==> config.mk <==
export PLATFORM = sky130hd
export DESIGN_NAME = rand_txn_gen_flat
export DESIGN_NICKNAME = d
export VERILOG_FILES = /design/src/rtl/rand_txn_gen_pkg.sv /design/src/rtl/rand_txn_gen_if.sv /design/src/rtl/rand_txn_gen_lfsr32_galois.sv /design/src/rtl/rand_txn_gen.sv /design/src/flat_wrapper.sv
export SDC_FILE = /design/constraint.sdc
export NUM_CORES = 1
export LEC_CHECK = 0
export CAP_MARGIN = 20
export CORE_ASPECT_RATIO = 1.75
export CORE_MARGIN = 5
export CORE_UTILIZATION = 30
export CTS_CLUSTER_SIZE = 28
export DETAILED_ROUTE_END_ITERATION = 12
export PLACE_DENSITY_LB_ADDON = 0.12
export SYNTH_ARGS = -nofsm -noshare
export SYNTH_HDL_FRONTEND = slang
export SYNTH_SLANG_ARGS = --single-unit
==> constraint.sdc <==
create_clock -name clk -period 5.6 [get_ports clk]
set_input_delay 0.84 -clock clk [delete_from_list [all_inputs] [get_ports clk]]
set_output_delay 0.84 -clock clk [all_outputs]
set_load 0.01 [all_outputs]
==> src/rtl/rand_txn_gen_pkg.sv <==
// rtl/rand_txn_gen_pkg.sv - shared types, constants and LFSR step for the random transaction generator
package rand_txn_pkg;

    typedef enum logic [1:0] {
        IDLE = 2'd0,
        LOAD = 2'd1,
        RUN  = 2'd2
    } state_t;

    localparam logic [31:0] LFSR_TAPS = 32'h8020_0003;
    localparam logic [31:0] SEED_DEF  = 32'hACE1_1234;

    // One right-shift Galois step; taps fold in when the bit shifted out is 1.
    function automatic logic [31:0] lfsr_step(input logic [31:0] r);
        return (r >> 1) ^ (r[0] ? LFSR_TAPS : 32'h0);
    endfunction

endpackage

==> src/rtl/rand_txn_gen_if.sv <==
// rtl/rand_txn_gen_if.sv - transaction handshake bundle between generator and bus master
interface rand_txn_gen_if #(
    parameter int ADDR_W = 8
);
    logic              txn_valid;
    logic              txn_ready;
    logic [ADDR_W-1:0] txn_addr;
    logic              txn_wr;
    logic              txn_en;

    modport master (
        output txn_valid,
        output txn_addr,
        output txn_wr,
        output txn_en,
        input  txn_ready
    );

    modport slave (
        input  txn_valid,
        input  txn_addr,
        input  txn_wr,
        input  txn_en,
        output txn_ready
    );
endinterface

==> src/rtl/rand_txn_gen_lfsr32_galois.sv <==
// rtl/rand_txn_gen_lfsr32_galois.sv - 32-bit Galois LFSR with load and step controls
module lfsr32_galois
    import rand_txn_pkg::*;
#(
    parameter logic [31:0] RESET_VAL = SEED_DEF
) (
    input  logic        clk,
    input  logic        rst_n,
    input  logic        load,
    input  logic [31:0] load_val,
    input  logic        step,
    output logic [31:0] q
);
    logic [31:0] q_q;
    logic [31:0] q_d;

    // Load wins over step; a zero seed would lock the register, so it maps to the reset value.
    always_comb begin
        q_d = q_q;
        if (load) begin
            q_d = (load_val == 32'h0) ? RESET_VAL : load_val;
        end else if (step) begin
            q_d = lfsr_step(q_q);
        end
    end

    // State register.
    always_ff @(posedge clk or negedge rst_n) begin
        if (!rst_n) begin
            q_q <= RESET_VAL;
        end else begin
            q_q <= q_d;
        end
    end

    assign q = q_q;
endmodule

==> src/rtl/rand_txn_gen.sv <==
// rtl/rand_txn_gen.sv - pseudo-random bus transaction generator: FSM, counters and field mapping
module rand_txn_gen
#(
    parameter int          ADDR_W   = 8,
    parameter int          CNT_W    = 16,
    parameter logic [31:0] SEED_DEF = rand_txn_pkg::SEED_DEF
) (
    input  logic              clk,
    input  logic              rst_n,
    input  logic              start,
    input  logic              abort,
    input  logic [31:0]       seed_in,
    input  logic [CNT_W-1:0]  num_txn,
    input  logic [ADDR_W-1:0] addr_min,
    input  logic [ADDR_W-1:0] addr_max,
    input  logic [8:0]        wr_thresh,
    input  logic [8:0]        en_thresh,
    rand_txn_gen_if.master    txn,
    output logic [CNT_W-1:0]  txn_count,
    output logic              busy,
    output logic              done,
    output logic              cfg_err
);
    import rand_txn_pkg::*;

    localparam logic [1:0] ST_IDLE = IDLE;
    localparam logic [1:0] ST_LOAD = LOAD;
    localparam logic [1:0] ST_RUN  = RUN;

    logic [1:0]        state_q, state_d;
    logic [CNT_W-1:0]  remaining_q, remaining_d;
    logic [CNT_W-1:0]  count_q, count_d;
    logic              valid_q, valid_d;
    logic [ADDR_W-1:0] addr_q, addr_d;
    logic              wr_q, wr_d;
    logic              en_q, en_d;
    logic              done_q, done_d;
    logic              cfg_err_q, cfg_err_d;

    logic              lfsr_load;
    logic              lfsr_adv;
    logic [31:0]       lfsr_q;

    logic              range_bad;
    logic [ADDR_W-1:0] raw;
    logic [ADDR_W:0]   span;
    logic [2*ADDR_W:0] prod;
    logic [7:0]        wr_byte;
    logic [7:0]        en_byte;
    logic [ADDR_W-1:0] map_addr;
    logic              map_wr;
    logic              map_en;
    logic              accept;

    lfsr32_galois #(
        .RESET_VAL (SEED_DEF)
    ) u_lfsr (
        .clk      (clk),
        .rst_n    (rst_n),
        .load     (lfsr_load),
        .load_val (seed_in),
        .step     (lfsr_adv),
        .q        (lfsr_q)
    );

    // Scale the raw LFSR bits into [addr_min, addr_max]; the product/shift keeps the result below span.
    always_comb begin
        range_bad = (addr_min > addr_max);
        raw       = ADDR_W'(lfsr_q);
        span      = {1'b0, addr_max} - {1'b0, addr_min} + (ADDR_W+1)'(1);
        prod      = (2*ADDR_W+1)'(raw) * (2*ADDR_W+1)'(span);
        map_addr  = range_bad ? addr_min : addr_min + ADDR_W'(prod >> ADDR_W);
        wr_byte   = 8'(lfsr_q >> 24);
        en_byte   = 8'(lfsr_q >> 16);
        map_wr    = ({1'b0, wr_byte} < wr_thresh);
        map_en    = ({1'b0, en_byte} < en_thresh);
    end

    // Run control: abort dominates; remaining==0 marks a continuous run and never decrements.
    always_comb begin
        state_d     = state_q;
        remaining_d = remaining_q;
        count_d     = count_q;
        valid_d     = valid_q;
        addr_d      = addr_q;
        wr_d        = wr_q;
        en_d        = en_q;
        cfg_err_d   = cfg_err_q;
        done_d      = 1'b0;
        lfsr_load   = 1'b0;
        lfsr_adv    = 1'b0;
        accept      = valid_q && txn.txn_ready;
        if (abort) begin
            state_d = ST_IDLE;
            valid_d = 1'b0;
        end else begin
            case (state_q)
                ST_IDLE: begin
                    if (start) begin
                        lfsr_load   = 1'b1;
                        remaining_d = num_txn;
                        count_d     = '0;
                        cfg_err_d   = range_bad;
                        state_d     = ST_LOAD;
                    end
                end
                ST_LOAD: begin
                    addr_d   = map_addr;
                    wr_d     = map_wr;
                    en_d     = map_en;
                    lfsr_adv = 1'b1;
                    valid_d  = 1'b1;
                    state_d  = ST_RUN;
                end
                ST_RUN: begin
                    if (accept) begin
                        count_d = count_q + CNT_W'(1);
                        if (remaining_q == CNT_W'(1)) begin
                            valid_d = 1'b0;
                            done_d  = 1'b1;
                            state_d = ST_IDLE;
                        end else begin
                            if (remaining_q != '0) begin
                                remaining_d = remaining_q - CNT_W'(1);
                            end
                            addr_d   = map_addr;
                            wr_d     = map_wr;
                            en_d     = map_en;
                            lfsr_adv = 1'b1;
                        end
                    end
                end
                default: begin
                    state_d = ST_IDLE;
                    valid_d = 1'b0;
                end
            endcase
        end
    end

    // State and output registers.
    always_ff @(posedge clk or negedge rst_n) begin
        if (!rst_n) begin
            state_q     <= ST_IDLE;
            remaining_q <= '0;
            count_q     <= '0;
            valid_q     <= 1'b0;
            addr_q      <= '0;
            wr_q        <= 1'b0;
            en_q        <= 1'b0;
            done_q      <= 1'b0;
            cfg_err_q   <= 1'b0;
        end else begin
            state_q     <= state_d;
            remaining_q <= remaining_d;
            count_q     <= count_d;
            valid_q     <= valid_d;
            addr_q      <= addr_d;
            wr_q        <= wr_d;
            en_q        <= en_d;
            done_q      <= done_d;
            cfg_err_q   <= cfg_err_d;
        end
    end

    assign txn.txn_valid = valid_q;
    assign txn.txn_addr  = addr_q;
    assign txn.txn_wr    = wr_q;
    assign txn.txn_en    = en_q;
    assign txn_count     = count_q;
    assign busy          = (state_q != ST_IDLE);
    assign done          = done_q;
    assign cfg_err       = cfg_err_q;
endmodule

==> src/flat_wrapper.sv <==
// flat-port wrapper written by rule: the top's interface ports become plain ports
module rand_txn_gen_flat import rand_txn_pkg::*;
#(
    parameter int          ADDR_W   = 8,
    parameter int          CNT_W    = 16,
    parameter logic [31:0] SEED_DEF = rand_txn_pkg::SEED_DEF
)
  (clk, rst_n, start, abort, seed_in, num_txn, addr_min, addr_max, wr_thresh, en_thresh, txn_count, busy, done, cfg_err, txn_txn_valid, txn_txn_addr, txn_txn_wr, txn_txn_en, txn_txn_ready);
  rand_txn_gen_if #(.ADDR_W(ADDR_W)) txn_i ();
  input  logic clk;
  input  logic rst_n;
  input  logic start;
  input  logic abort;
  input  logic [31:0] seed_in;
  input  logic [CNT_W-1:0] num_txn;
  input  logic [ADDR_W-1:0] addr_min;
  input  logic [ADDR_W-1:0] addr_max;
  input  logic [8:0] wr_thresh;
  input  logic [8:0] en_thresh;
  output logic [CNT_W-1:0] txn_count;
  output logic busy;
  output logic done;
  output logic cfg_err;
  output wire logic [$bits(txn_i.txn_valid)-1:0] txn_txn_valid;
  output wire logic [$bits(txn_i.txn_addr)-1:0] txn_txn_addr;
  output wire logic [$bits(txn_i.txn_wr)-1:0] txn_txn_wr;
  output wire logic [$bits(txn_i.txn_en)-1:0] txn_txn_en;
  input wire logic [$bits(txn_i.txn_ready)-1:0] txn_txn_ready;
  assign txn_txn_valid = txn_i.txn_valid;
  assign txn_txn_addr = txn_i.txn_addr;
  assign txn_txn_wr = txn_i.txn_wr;
  assign txn_txn_en = txn_i.txn_en;
  assign txn_i.txn_ready = txn_txn_ready;
  rand_txn_gen #(.ADDR_W(ADDR_W), .CNT_W(CNT_W), .SEED_DEF(SEED_DEF)) u_core (.clk(clk), .rst_n(rst_n), .start(start), .abort(abort), .seed_in(seed_in), .num_txn(num_txn), .addr_min(addr_min), .addr_max(addr_max), .wr_thresh(wr_thresh), .en_thresh(en_thresh), .txn(txn_i), .txn_count(txn_count), .busy(busy), .done(done), .cfg_err(cfg_err));
endmodule
==> results.cfg <==
[job]
drv_cap = 0

[sta]
hold_violations = 0
finClkSkew_ns = 0.00760
period_share_pct = 128
fin_crit_ns = 7.17
rsz0062_at_grt = yes
worstMarginPinSlew_ns = 1.03
finalMaxSlewViolations = 0
final-setup-viol-count = 7
clock.fmax_ghz = 0.140
relSlewSlack_pct = 31.1
fin_ws_ns = -1.57

[clocking]
htree_levels = 3
numCtsBuffers = 9
cts_max_path_buffers = 2
hold_buffers = 0
cts_tree = yes
clock_sinks = 79
clk_pin_slew_ns = 0.06
worst_skew_pair.late_latency_ns = 0.34
cts-root-buf = clkbuf_16

[synthesis]
synth_cells = 848
synth_cell_type_count = 58
yosysSeqAreaShare_pct = 27.2
syn_avg_cell_area_um2 = 8.65
async_reset_ff_share_pct = 100
synth_flop_cell = dfrtp_1
syn_area_mm2 = 0.00734
syn_nets = 1061
synth_edf_count = 0
yosys_warnings = 0
ys_ff_latch = 79

[routing]
drtPass1Iterations = 4
wire_per_inst_um = 16.1
drc = 0
drt_iter0_markers = 131
totalWireLength_um = 21800
via_per_inst = 4.76
vias = 6446
ant_nets = 0

[setup_path]
crit_top_cell = buf_4
critical-path-max-stage-delay_ns = 0.51
critical_path.endpoint_type = register
crit_required_ns = 5.82
critPathMaxFanout = 3
cp.arrival_ns = 7.39
start_kind = input port
cp_num_buf_inv = 9
slowest_stage = fa_1
critical-path-top-delay-family = adder cells
path_class = in -> reg

[final_layout]
final_cell_mix = clkdlybuf4s50_1, buf_4, inv_1, nor2_1, dfrtp_1
drive_gt1_share_pct = 20.8
nets = 1253
area_growth_pct = 40.3
fin_area_mm2 = 0.0103
layout_commonest_cell = clkdlybuf4s50_1
n_antenna_cell = 0

[floorplanning]
fp-row-count = 75
chipWidth_um = 128
core-area_mm2 = 0.0240
die_area_mm2 = 0.0278
die_h_um = 217
start_util_pct = 30.5
ios = 117

[grt]
grt_pass1_vias = 6771
antenna_found_initial = 0
overflow = 0
grt_max_degree = 63
grt_usage_pct = 15.8
grt_pass1_wl_um = 34700

[worst_hold_path]
holdCritPathClass = in -> async

[placement]
port_buffers = 116
placed_area_mm2 = 0.00949
dp_hpwl_um = 17400
gp_congestion = 0.780

[run_status]
violations = negative setup slack
status = finished, violations left
## metal layers
metal	up-vias	GRT usage, %	routed length, um
met1	3094	16.2	7710
met5	-	0	0
met4	0	7.47	769
met2	89	30.6	12800
met3	33	2.16	560
li1	3230	-	-
## synth_stat cells (4+ instances only)
| cell | instances | area (um2) |
|---|---|---|
| mux2i_1 | 10 | 100 |
| nor3_1 | 6 | 30.0 |
| xnor2_1 | 18 | 158 |
| nand4_1 | 6 | 37.5 |
| dfrtp_1 | 66 | 1650 |
| and2_1 | 49 | 307 |
| and3_1 | 5 | 31.3 |
| a31oi_1 | 4 | 25.0 |
| nor4_1 | 11 | 68.8 |
| nor2_1 | 74 | 278 |
| inv_1 | 90 | 338 |
| clkbuf_1 | 24 | 90.1 |
| o21ai_0 | 54 | 270 |
| ha_1 | 84 | 1050 |
| a21o_1 | 20 | 150 |
| nand3_1 | 27 | 135 |
| nor2b_1 | 12 | 75.1 |
| xor2_1 | 18 | 158 |
| nand2b_1 | 8 | 50.1 |
| a21oi_1 | 66 | 330 |
| fa_1 | 42 | 841 |
| o21ai_1 | 11 | 55.1 |
| nand2_1 | 67 | 251 |
| o22ai_1 | 15 | 93.8 |
| dfstp_2 | 13 | 342 |
## sequential cells by signal (all words and copies together) (netlist names)
name / flops
u_core.cfg_err: 1
u_core.txn.txn_addr: 8
u_core.remaining_q: 16
u_core.state_q: 2
u_core.u_lfsr.q: 32
u_core.txn_count: 16
u_core.done: 1
u_core.txn.txn_valid: 1
u_core.txn.txn_en: 1
u_core.txn.txn_wr: 1
## cell type report
class | count | area [um2]
fillers | 2512 | 13700
multi-input cells | 646 | 5370
flip-flops and latches | 79 | 1990
repair buffers | 214 | 1910
well taps | 308 | 385
inverters | 90 | 353
clock buffers | 10 | 229
clock inverters | 6 | 61.3
## path summary, 6_finish.rpt
check                                          to  slack, ns                start  depth (start not counted)
setup / recovery           u_core.txn.txn_addr[7]      -1.57          addr_max[4]                         30
hold / removal              u_core.remaining_q[6]       0.37                rst_n                          1
setup reg to reg           u_core.txn.txn_addr[7]      -0.23   u_core.u_lfsr.q[2]                         24
hold reg to reg               u_core.u_lfsr.q[12]       0.46  u_core.u_lfsr.q[12]                          2
max in group asynchronous     u_core.u_lfsr.q[10]       4.11                rst_n                          2
min in group clk              u_core.u_lfsr.q[12]       0.46  u_core.u_lfsr.q[12]                          2
## what timing repair did
action	4_1_cts	5_1_grt
pin swaps	49	47
resized for setup	72	46
buffers inserted	13	8
setup endpoints to repair	8	8
gates cloned	0	0
## cell families (layout without fill, tap and decap cells)
| logic type | count (synthesis) | count (layout) | synth area share (%) |
|---|---|---|---|
| flip-flops | 79 | 79 | 27.2 |
| XOR/XNOR | 37 | 37 | 4.60 |
| AND/OR/NAND/NOR | 285 | 285 | 19.7 |
| buffers and inverters | 123 | 320 | 6.70 |
| AO/OA/AOI/OAI | 187 | 187 | 14.6 |
| multiplexers | 11 | 11 | 1.52 |
| adder cells (fa/ha/maj) | 126 | 126 | 25.8 |
## metrics by stage
stage | hold WS, ns | instances | util, % | TNS [ns] | setup slack, ns
finish | 0.369 | 1353 | 42.9 | -7.08 | -1.57
global route | 0.378 | 1353 | 42.9 | -8.99 | -1.86
CTS | 0.361 | 1349 | 42.1 | -7.98 | -1.59
detailed placement | 0.453 | 1321 | 39.5 | -15.94 | -2.59
global placement | 0.450 | 1320 | 39.5 | -15.43 | -2.50
floorplan | 0.441 | 848 | - | -6.95 | -1.69
Power is left out: the tool's default activity adds up to more than one toggle a clock period on the data nets, which glitch-free logic cannot reach.
